$ cat src/rtl/shift_arbiter_if.sv
// Request/grant/result bundle between two shift requesters and shift_arbiter.
// The arbiter connects through the slave modport and requesters through the master modport.
interface shift_arbiter_if;
  logic        req0;
  logic [15:0] in0;
  logic [1:0]  op0;
  logic [3:0]  cnt0;
  logic        req1;
  logic [15:0] in1;
  logic [1:0]  op1;
  logic [3:0]  cnt1;
  logic        gnt0;
  logic        gnt1;
  logic        done0;
  logic        done1;
  logic [15:0] out;
  logic        busy;

  modport slave (
    input  req0, in0, op0, cnt0, req1, in1, op1, cnt1,
    output gnt0, gnt1, done0, done1, out, busy
  );

  modport master (
    output req0, in0, op0, cnt0, req1, in1, op1, cnt1,
    input  gnt0, gnt1, done0, done1, out, busy
  );
endinterface

$ cat src/rtl/shift_arbiter.sv
// Two-requester round-robin arbiter in front of a shared 16-bit rotate/shift unit.
// Each operation takes three cycles: grant (IDLE), compute (EXEC), report (DONE).
module shift_arbiter (
  input  logic             clk,
  input  logic             rst,
  shift_arbiter_if.slave   bus
);

  typedef enum logic [1:0] {StIdle, StExec, StDone} state_e;

  state_e      state_q, state_d;
  logic        last_q, last_d;
  logic        owner_q, owner_d;
  logic [15:0] opnd_q, opnd_d;
  logic [1:0]  op_q, op_d;
  logic [3:0]  cnt_q, cnt_d;
  logic [15:0] out_q, out_d;
  logic        pick;
  logic        gnt0, gnt1, done0, done1;

  logic [31:0] dbl;
  logic [31:0] rot;
  logic [3:0]  amt;
  logic [15:0] res;

  // Rotate left by k is rotate right by (16-k) mod 16, so both rotates share one path.
  always_comb begin
    dbl = {opnd_q, opnd_q};
    amt = (op_q == 2'b10) ? (4'd0 - cnt_q) : cnt_q;
    rot = dbl >> amt;
    res = rot[15:0];
    case (op_q)
      2'b01:   res = opnd_q >> cnt_q;
      2'b11:   res = opnd_q << cnt_q;
      default: res = rot[15:0];
    endcase
  end

  always_comb begin
    state_d = state_q;
    last_d  = last_q;
    owner_d = owner_q;
    opnd_d  = opnd_q;
    op_d    = op_q;
    cnt_d   = cnt_q;
    out_d   = out_q;
    pick    = 1'b0;
    gnt0    = 1'b0;
    gnt1    = 1'b0;
    done0   = 1'b0;
    done1   = 1'b0;
    case (state_q)
      StIdle: begin
        // Outputs are gated by rst so no pulse appears while reset is held.
        if (!rst && (bus.req0 || bus.req1)) begin
          pick    = (bus.req0 && bus.req1) ? ~last_q : bus.req1;
          owner_d = pick;
          last_d  = pick;
          gnt0    = ~pick;
          gnt1    = pick;
          opnd_d  = pick ? bus.in1  : bus.in0;
          op_d    = pick ? bus.op1  : bus.op0;
          cnt_d   = pick ? bus.cnt1 : bus.cnt0;
          state_d = StExec;
        end
      end
      StExec: begin
        out_d   = res;
        state_d = StDone;
      end
      StDone: begin
        if (!rst) begin
          done0 = ~owner_q;
          done1 = owner_q;
        end
        state_d = StIdle;
      end
      default: state_d = StIdle;
    endcase
  end

  always_ff @(posedge clk) begin
    if (rst) begin
      state_q <= StIdle;
      last_q  <= 1'b1;
      owner_q <= 1'b0;
      opnd_q  <= 16'h0000;
      op_q    <= 2'b00;
      cnt_q   <= 4'd0;
      out_q   <= 16'h0000;
    end else begin
      state_q <= state_d;
      last_q  <= last_d;
      owner_q <= owner_d;
      opnd_q  <= opnd_d;
      op_q    <= op_d;
      cnt_q   <= cnt_d;
      out_q   <= out_d;
    end
  end

  assign bus.gnt0  = gnt0;
  assign bus.gnt1  = gnt1;
  assign bus.done0 = done0;
  assign bus.done1 = done1;
  assign bus.out   = out_q;
  assign bus.busy  = (state_q != StIdle);

endmodule

$ cat src/flat_wrapper.sv
// flat-port wrapper written by rule: the top's interface ports become plain ports
module shift_arbiter_flat 
  (clk, rst, bus_req0, bus_in0, bus_op0, bus_cnt0, bus_req1, bus_in1, bus_op1, bus_cnt1, bus_gnt0, bus_gnt1, bus_done0, bus_done1, bus_out, bus_busy);
  shift_arbiter_if bus_i ();
  input  logic clk;
  input  logic rst;
  input wire logic [$bits(bus_i.req0)-1:0] bus_req0;
  input wire logic [$bits(bus_i.in0)-1:0] bus_in0;
  input wire logic [$bits(bus_i.op0)-1:0] bus_op0;
  input wire logic [$bits(bus_i.cnt0)-1:0] bus_cnt0;
  input wire logic [$bits(bus_i.req1)-1:0] bus_req1;
  input wire logic [$bits(bus_i.in1)-1:0] bus_in1;
  input wire logic [$bits(bus_i.op1)-1:0] bus_op1;
  input wire logic [$bits(bus_i.cnt1)-1:0] bus_cnt1;
  output wire logic [$bits(bus_i.gnt0)-1:0] bus_gnt0;
  output wire logic [$bits(bus_i.gnt1)-1:0] bus_gnt1;
  output wire logic [$bits(bus_i.done0)-1:0] bus_done0;
  output wire logic [$bits(bus_i.done1)-1:0] bus_done1;
  output wire logic [$bits(bus_i.out)-1:0] bus_out;
  output wire logic [$bits(bus_i.busy)-1:0] bus_busy;
  assign bus_i.req0 = bus_req0;
  assign bus_i.in0 = bus_in0;
  assign bus_i.op0 = bus_op0;
  assign bus_i.cnt0 = bus_cnt0;
  assign bus_i.req1 = bus_req1;
  assign bus_i.in1 = bus_in1;
  assign bus_i.op1 = bus_op1;
  assign bus_i.cnt1 = bus_cnt1;
  assign bus_gnt0 = bus_i.gnt0;
  assign bus_gnt1 = bus_i.gnt1;
  assign bus_done0 = bus_i.done0;
  assign bus_done1 = bus_i.done1;
  assign bus_out = bus_i.out;
  assign bus_busy = bus_i.busy;
  shift_arbiter u_core (.clk(clk), .rst(rst), .bus(bus_i));
endmodule
$ cat config.mk
export PLATFORM = sky130hd
export DESIGN_NAME = shift_arbiter_flat
export DESIGN_NICKNAME = d
export VERILOG_FILES = /design/src/rtl/shift_arbiter_if.sv /design/src/rtl/shift_arbiter.sv /design/src/flat_wrapper.sv
export SDC_FILE = /design/constraint.sdc
export NUM_CORES = 1
export LEC_CHECK = 0
export ABC_AREA = 1
export BUFFER_PORTS_ARGS = -buffer_cell sky130_fd_sc_hd__buf_2
export CAP_MARGIN = 10
export CORE_ASPECT_RATIO = 0.75
export CORE_MARGIN = 4
export CORE_UTILIZATION = 40
export CTS_BUF_LIST = sky130_fd_sc_hd__clkbuf_16
export DETAILED_ROUTE_END_ITERATION = 6
export PLACE_DENSITY = 0.68
export SLEW_MARGIN = 25
export SYNTH_ARGS = -nofsm -noshare
export SYNTH_HDL_FRONTEND = slang
export SYNTH_SLANG_ARGS = --single-unit
$ cat constraint.sdc
create_clock -name clk -period 4.1 [get_ports clk]
set_input_delay 0 -clock clk [delete_from_list [all_inputs] [get_ports clk]]
set_output_delay 0 -clock clk [all_outputs]
set_load 0.02 [all_outputs]
## Yosys cells after proc, flatten, opt, wreduce, memory -nomap -nowiden

Index checks and enable logic that the tools add are counted.

- Input port bits: 48
- Flip-flop bits (word level): 42
- Word-level logic and storage cells: 43
- Output and inout bits: 21

- Shifts and indexed selects: 3
- $add $sub $neg: 1
- Reductions and logical operators: 7
- Equal/unequal tests: 6
- Muxes and demuxes: 16
- Bitwise gates (word level): 3

Operators by type and width:

| operator | number |
|---|---|
| case mux 16 bit (2 select lines) | 1 |
| right shift 32 x 4 -> 16 bit | 1 |
| 2-to-1 mux 16 bit | 1 |
| << shifter 16 x 4 -> 16 bit | 1 |
| right shift 16 x 4 -> 16 bit | 1 |
| 2-to-1 mux 1 bit | 9 |
| 2-to-1 mux 4 bit | 2 |
| equality test 2 bit (second input constant) | 3 |
| equality test 2 x 1 -> 1 bit (second input constant) | 2 |
| 2-to-1 mux 2 bit | 2 |
| case mux 2 bit (2 select lines) | 1 |
| subtractor 1 x 4 -> 4 bit (first input constant) | 1 |
| NOT 1 bit | 3 |
| logical AND 1 bit | 2 |
| logical NOT 2 bit | 1 |
| != test 2 x 1 -> 1 bit (second input constant) | 1 |
| AND reduction 2 bit | 1 |
| nonzero test 2 bit | 1 |
| logical NOT 1 bit | 1 |
| logical OR 1 bit | 1 |

## Logic depth before layout (Yosys ltp)

- Depth after elaboration: 5
- Mapped depth: 13
- Depth with buffers taken out: 11

## Least setup slack after synthesis

OpenSTA, ideal clock, no wires.

- Kind: register -> register
- Start point: register u_core.cnt_q[1]
- End point: register u_core.out_q[3], in the netlist u_core.bus.out[3]
- Arrival time: 1.864 ns
- Cell stages (with the launch flop): 14
- Path buffers: 3
- Clock period less this slack: 1.984 ns
- Required time: 3.981 ns
- Library setup time: 0.119 ns
- Path slack: 2.116 ns
- Cells stage by stage: dfxtp_1 > buf_2 > inv_1 > clkbuf_1 > ha_1 > inv_1 > nand2_1 > nand2_1 > buf_2 > nand2_1 > nand3_1 > nand3_1 > nand3_1 > a21oi_1

- Cells in the longest elaborated chain, start to end: 4
- Elaborated cells on any way between the ends: 6
- Classes of those cells: add/sub (1); shift (3); mux (2)

RTL lines:

| what | line | source |
|---|---|---|
| start, declared | shift_arbiter.sv:16 | `logic [3:0] cnt_q, cnt_d;` |
| start signal, assigned | shift_arbiter.sv:97 | `cnt_q <= cnt_d;` |
| subtractor 1 x 4 -> 4 bit | shift_arbiter.sv:29 | `amt = (op_q == 2'b10) ? (4'd0 - cnt_q) : cnt_q;` |
| 2-to-1 mux 4 bit | shift_arbiter.sv:29 |  |
| right shift 32 x 4 -> 16 bit | shift_arbiter.sv:30 | `rot = dbl >> amt;` |
| case mux 16 bit (2 select lines) * | shift_arbiter.sv:32 | `case (op_q)` |
| end signal, assigned | shift_arbiter.sv:98 | `out_q <= out_d;` |
| end, declared | shift_arbiter.sv:17 | `logic [15:0] out_q, out_d;` |

Mark *: on every way between the ends. The rest lies on a longest branch, timed or not.
A chain may end at the register's enable or synchronous reset.

## Worst setup path in the final report

- Start point: register u_core.state_q[1]
- End point: register u_core.opnd_q[1]

- Cells in the longest elaborated chain, start to end: 2

RTL lines:

| what | line | source |
|---|---|---|
| start, declared | shift_arbiter.sv:11 | `state_e state_q, state_d;` |
| start signal, assigned | shift_arbiter.sv:84 | `state_q <= StIdle;` |
| start signal, assigned | shift_arbiter.sv:92 | `state_q <= state_d;` |
| logical NOT 2 bit | shift_arbiter.sv:52 | `case (state_q)` |
| AND reduction 2 bit (no source line) | n/a |  |
| end signal, assigned | shift_arbiter.sv:95 | `opnd_q <= opnd_d;` |
| end, declared | shift_arbiter.sv:14 | `logic [15:0] opnd_q, opnd_d;` |

No other way between the ends.

==> results.tsv <==
stage	metric	value	unit
setup_path	delay-heaviest family, CP	simple AND/OR/NAND/NOR gates	
synthesis	flops & latches, synth	42	
synthesis	Synth top cells by count	nand2_1, nand3_1, nor2_1, a21oi_1, dfxtp_1	
route	Detail Route Antenna Nets	0	
synthesis	Synth Area in Compound Gates	14.18	%
synthesis	main combinational cell family by area after synthesis	simple AND/OR/NAND/NOR gates	
setup_path	CP Launch Type	flip-flop	
floorplanning	IO Pins	69	
route	# DRC	0	
cts	Reg clk slew, reported paths	0.07	ns
global_route	GRT Total Usage	24.63	%
run	maxcap violations	0	
run_status	outcome	finished clean	
cells_and_area	nets	787	
pwr	total power	1.411	mW
cts	H-tree levels	2	
synthesis	Mapped Area	3582	µm²
synthesis	XOR/XNOR Fraction of Synth Area	0	%
cells_and_area	# diodes	0	
synthesis	Synth Instances	654	
sta	Layout Skew	0.004260	ns
cts	CTS max path bufs	2	
sta	Slew Limit Headroom	42.44	%
cells_and_area	share of post-route cells with drive strength above 1	12.86	%
cts	clk_lat worst skew	0.29	ns
sta	fin crit period	2.879	ns
setup_path	CP max-delay cell	nor2_2	
floorplanning	DIE WIDTH	117.3	µm
sta	setup TNS	0	ns
cts	clock sinks	42	
setup_path	Worst EP arrival	3.11	ns
cts	CTS tree	done	
cells_and_area	register area	840.8	µm²
placed_design	PortBufs	68	
placed_design	GPL Wtd Cong	0.9675	
synthesis	sequential fraction of the synthesis area	23.47	%
setup_path	CP most frequent cell	nor2_1	
setup_path	crit path max fanout	23	
sta	final worst-path cycle share	70.22	%
sta	pins over their slew limit	0	
setup_path	crit end category	flip-flop	
floorplanning	core area	8600	µm²
route	Routed WL	12600	µm
synthesis	asr flop ratio synth	0	%
setup_path	Crit Path Class	flip-flop to flip-flop	
synthesis	Simple-Gate Fraction of Synth Area	54.07	%
sta	Fmax	347.4	MHz
global_route	first-pass GRT wire length	21550	µm
synthesis	top cell type's share of synthesized area	23.68	%
route	DRT iter0 DRCs	498	
route	vias after detailed routing	4763	
synthesis	EDFF count, synth	0	
sta	Worst-Margin Slew	0.8625	ns
synthesis	mux contribution to synthesized area	0	%
synthesis	Yosys cell types	26	
global_route	vias in the first global route	4510	
floorplanning	Rows	29	
synthesis	most numerous cell in the Yosys netlist	nand2_1	
sta	unrepaired setup endpoints after global routing	no	
floorplanning	Initial Utilization	41.66	%
setup_path	critical path buffer and inverter count	2	
setup_path	Required @ worst endpoint	4.33	ns
floorplanning	chip height	89.96	µm
cells_and_area	Filler cells	861	
placed_design	Detailed Place HPWL	9115	µm
synthesis	average size of a mapped cell	5.477	µm²
synthesis	Post-Syn Nets	703	
sta	Final Hold Slack	0.001119	ns
synthesis	Synth area leader	nand2_1	
pwr	static leakage	2.086	nW
floorplanning	total die area	10550	µm²
synthesis	prevailing post-synth register cell	dfxtp_1	
synthesis	Adder-Cell Fraction of Synth Area	0.3493	%
synthesis	top cells by area, synth	nand2_1, dfxtp_1, nand3_1	
cells_and_area	multi-input logic area	2465	µm²
global_route	GR Overflow Total	0	
route	drt wl/cell	14.88	µm
setup_path	cells along the critical path	nor2_1 -> o21ai_2 -> nor2_1 -> inv_1 -> nor2_2 -> nand2_1 -> a31oi_1 -> dlygate4sd3_1	
global_route	largest net degree at the start of global routing	40	
worst_hold_path	HP Class	primary input to flip-flop	
synthesis	Yosys warnings	0	
route	Initial DRT Pass Iterations	5	
cells_and_area	Area growth syn-to-layout	25.60	%
route	DR vias/cell	5.623	
cts	Post-CTS Resized	0	
global_route	initial antenna violation count	0	
pwr	peak supply drop	0.0001725	V
cts	Num CTS Buffers	5	
cts	root buffer cell	clkbuf_16	
pwr	P per Cell Area	313.7	nW/µm²
setup_path	Worst path max stage delay	0.78	ns
sta	final hold vios	0	
sta	# setup viols final	0	
## repair_timing
item,CTS,global route
hold endpoints to repair,21,0
setup buffers,0,0
hold buffers,41,0
## metrics by stage
stage	utilization [%]	std cells	instance area, µm²	setup WS [ns]
after floorplan	-	654	3582	2.116
after global placement	45.67	798	3928	1.676
after detailed placement	45.67	798	3928	1.526
after CTS	52.23	847	4492	1.215
after global routing	52.32	847	4499	0.9511
final	52.32	847	4499	1.221
## report_power, final
part	switching (mW)	total, mW	leakage [nW]	internal, mW
Clock	0.194	0.428	0.0763	0.234
Sequential	0.0309	0.474	0.345	0.443
Combinational	0.326	0.509	1.66	0.184
Total	0.550	1.41	2.09	0.861
## flip-flops by register name (all words and copies together) (netlist names)
name,cells
u_core.op_q,2
u_core.state_q,2
u_core.owner_q,1
u_core.cnt_q,4
u_core.bus.out,16
u_core.opnd_q,16
u_core.last_q,1
## cells in the final DEF (no fill, tap or decap)
master	instances
a21oi_1	44
dlygate4sd3_1	41
o21ai_1	3
a22oi_1	4
o21ai_0	21
buf_2	68
o21ai_2	1
nand2_2	1
nand2_1	226
inv_1	20
buf_4	7
clkbuf_16	5
nor2_1	54
and2_1	10
inv_6	1
nand4_1	6
a21oi_4	1
clkinv_1	1
clkinv_4	1
dfxtp_1	42
ha_1	1
nand3_1	148
a211oi_1	1
nor2_2	3
nor3_1	4
inv_8	1
inv_2	6
a31oi_1	18
## worst register-to-register path, delay by kind of cell, from the launching register on
kind,cells,cell delay [ns]
buffers and inverters,2,0.90
and+or+nand+nor,4,1.22
DFF,1,0.33
AOI/OAI and AO/OA,2,0.37
## layer usage
metal / global-route usage, % / vias up / part of all wire (%)
met5: 0 / - / 0
met4: 5.731 / 0 / 1.7
met3: 3.624 / 27 / 8.2
met2: 38.04 / 226 / 45
met1: 35.83 / 2147 / 45
li1: - / 2363 / -
## logic make-up (layout without fill, tap and decap cells)
family | after synthesis | in the layout
flops | 42 | 42
simple gates | 452 | 452
buf+inv | 66 | 151
fa+ha+maj | 1 | 1
compound gates | 93 | 93
## cell type report
| cell class | instances | share of cell area, % |
|---|---|---|
| Multi-Input combinational cell | 546 | 54.78 |
| Tap cell | 108 | 3.003 |
| Sequential cell | 42 | 18.69 |
| Inverter | 27 | 2.252 |
| Clock inverter | 3 | 0.6396 |
| Timing Repair Buffer | 116 | 17.85 |
| Clock buffer | 5 | 2.781 |
## final timing paths
path | start | to | slack, ns | cells after the start
max | u_core.state_q[1] | u_core.opnd_q[1] | 1.22 | 8
min | bus_in1[0] | u_core.opnd_q[0] | 0.001 | 3
max reg2reg | u_core.state_q[1] | u_core.opnd_q[1] | 1.22 | 8
min reg2reg | u_core.last_q | u_core.last_q | 0.48 | 2
Note: power is estimated with default switching activity, not from simulation.
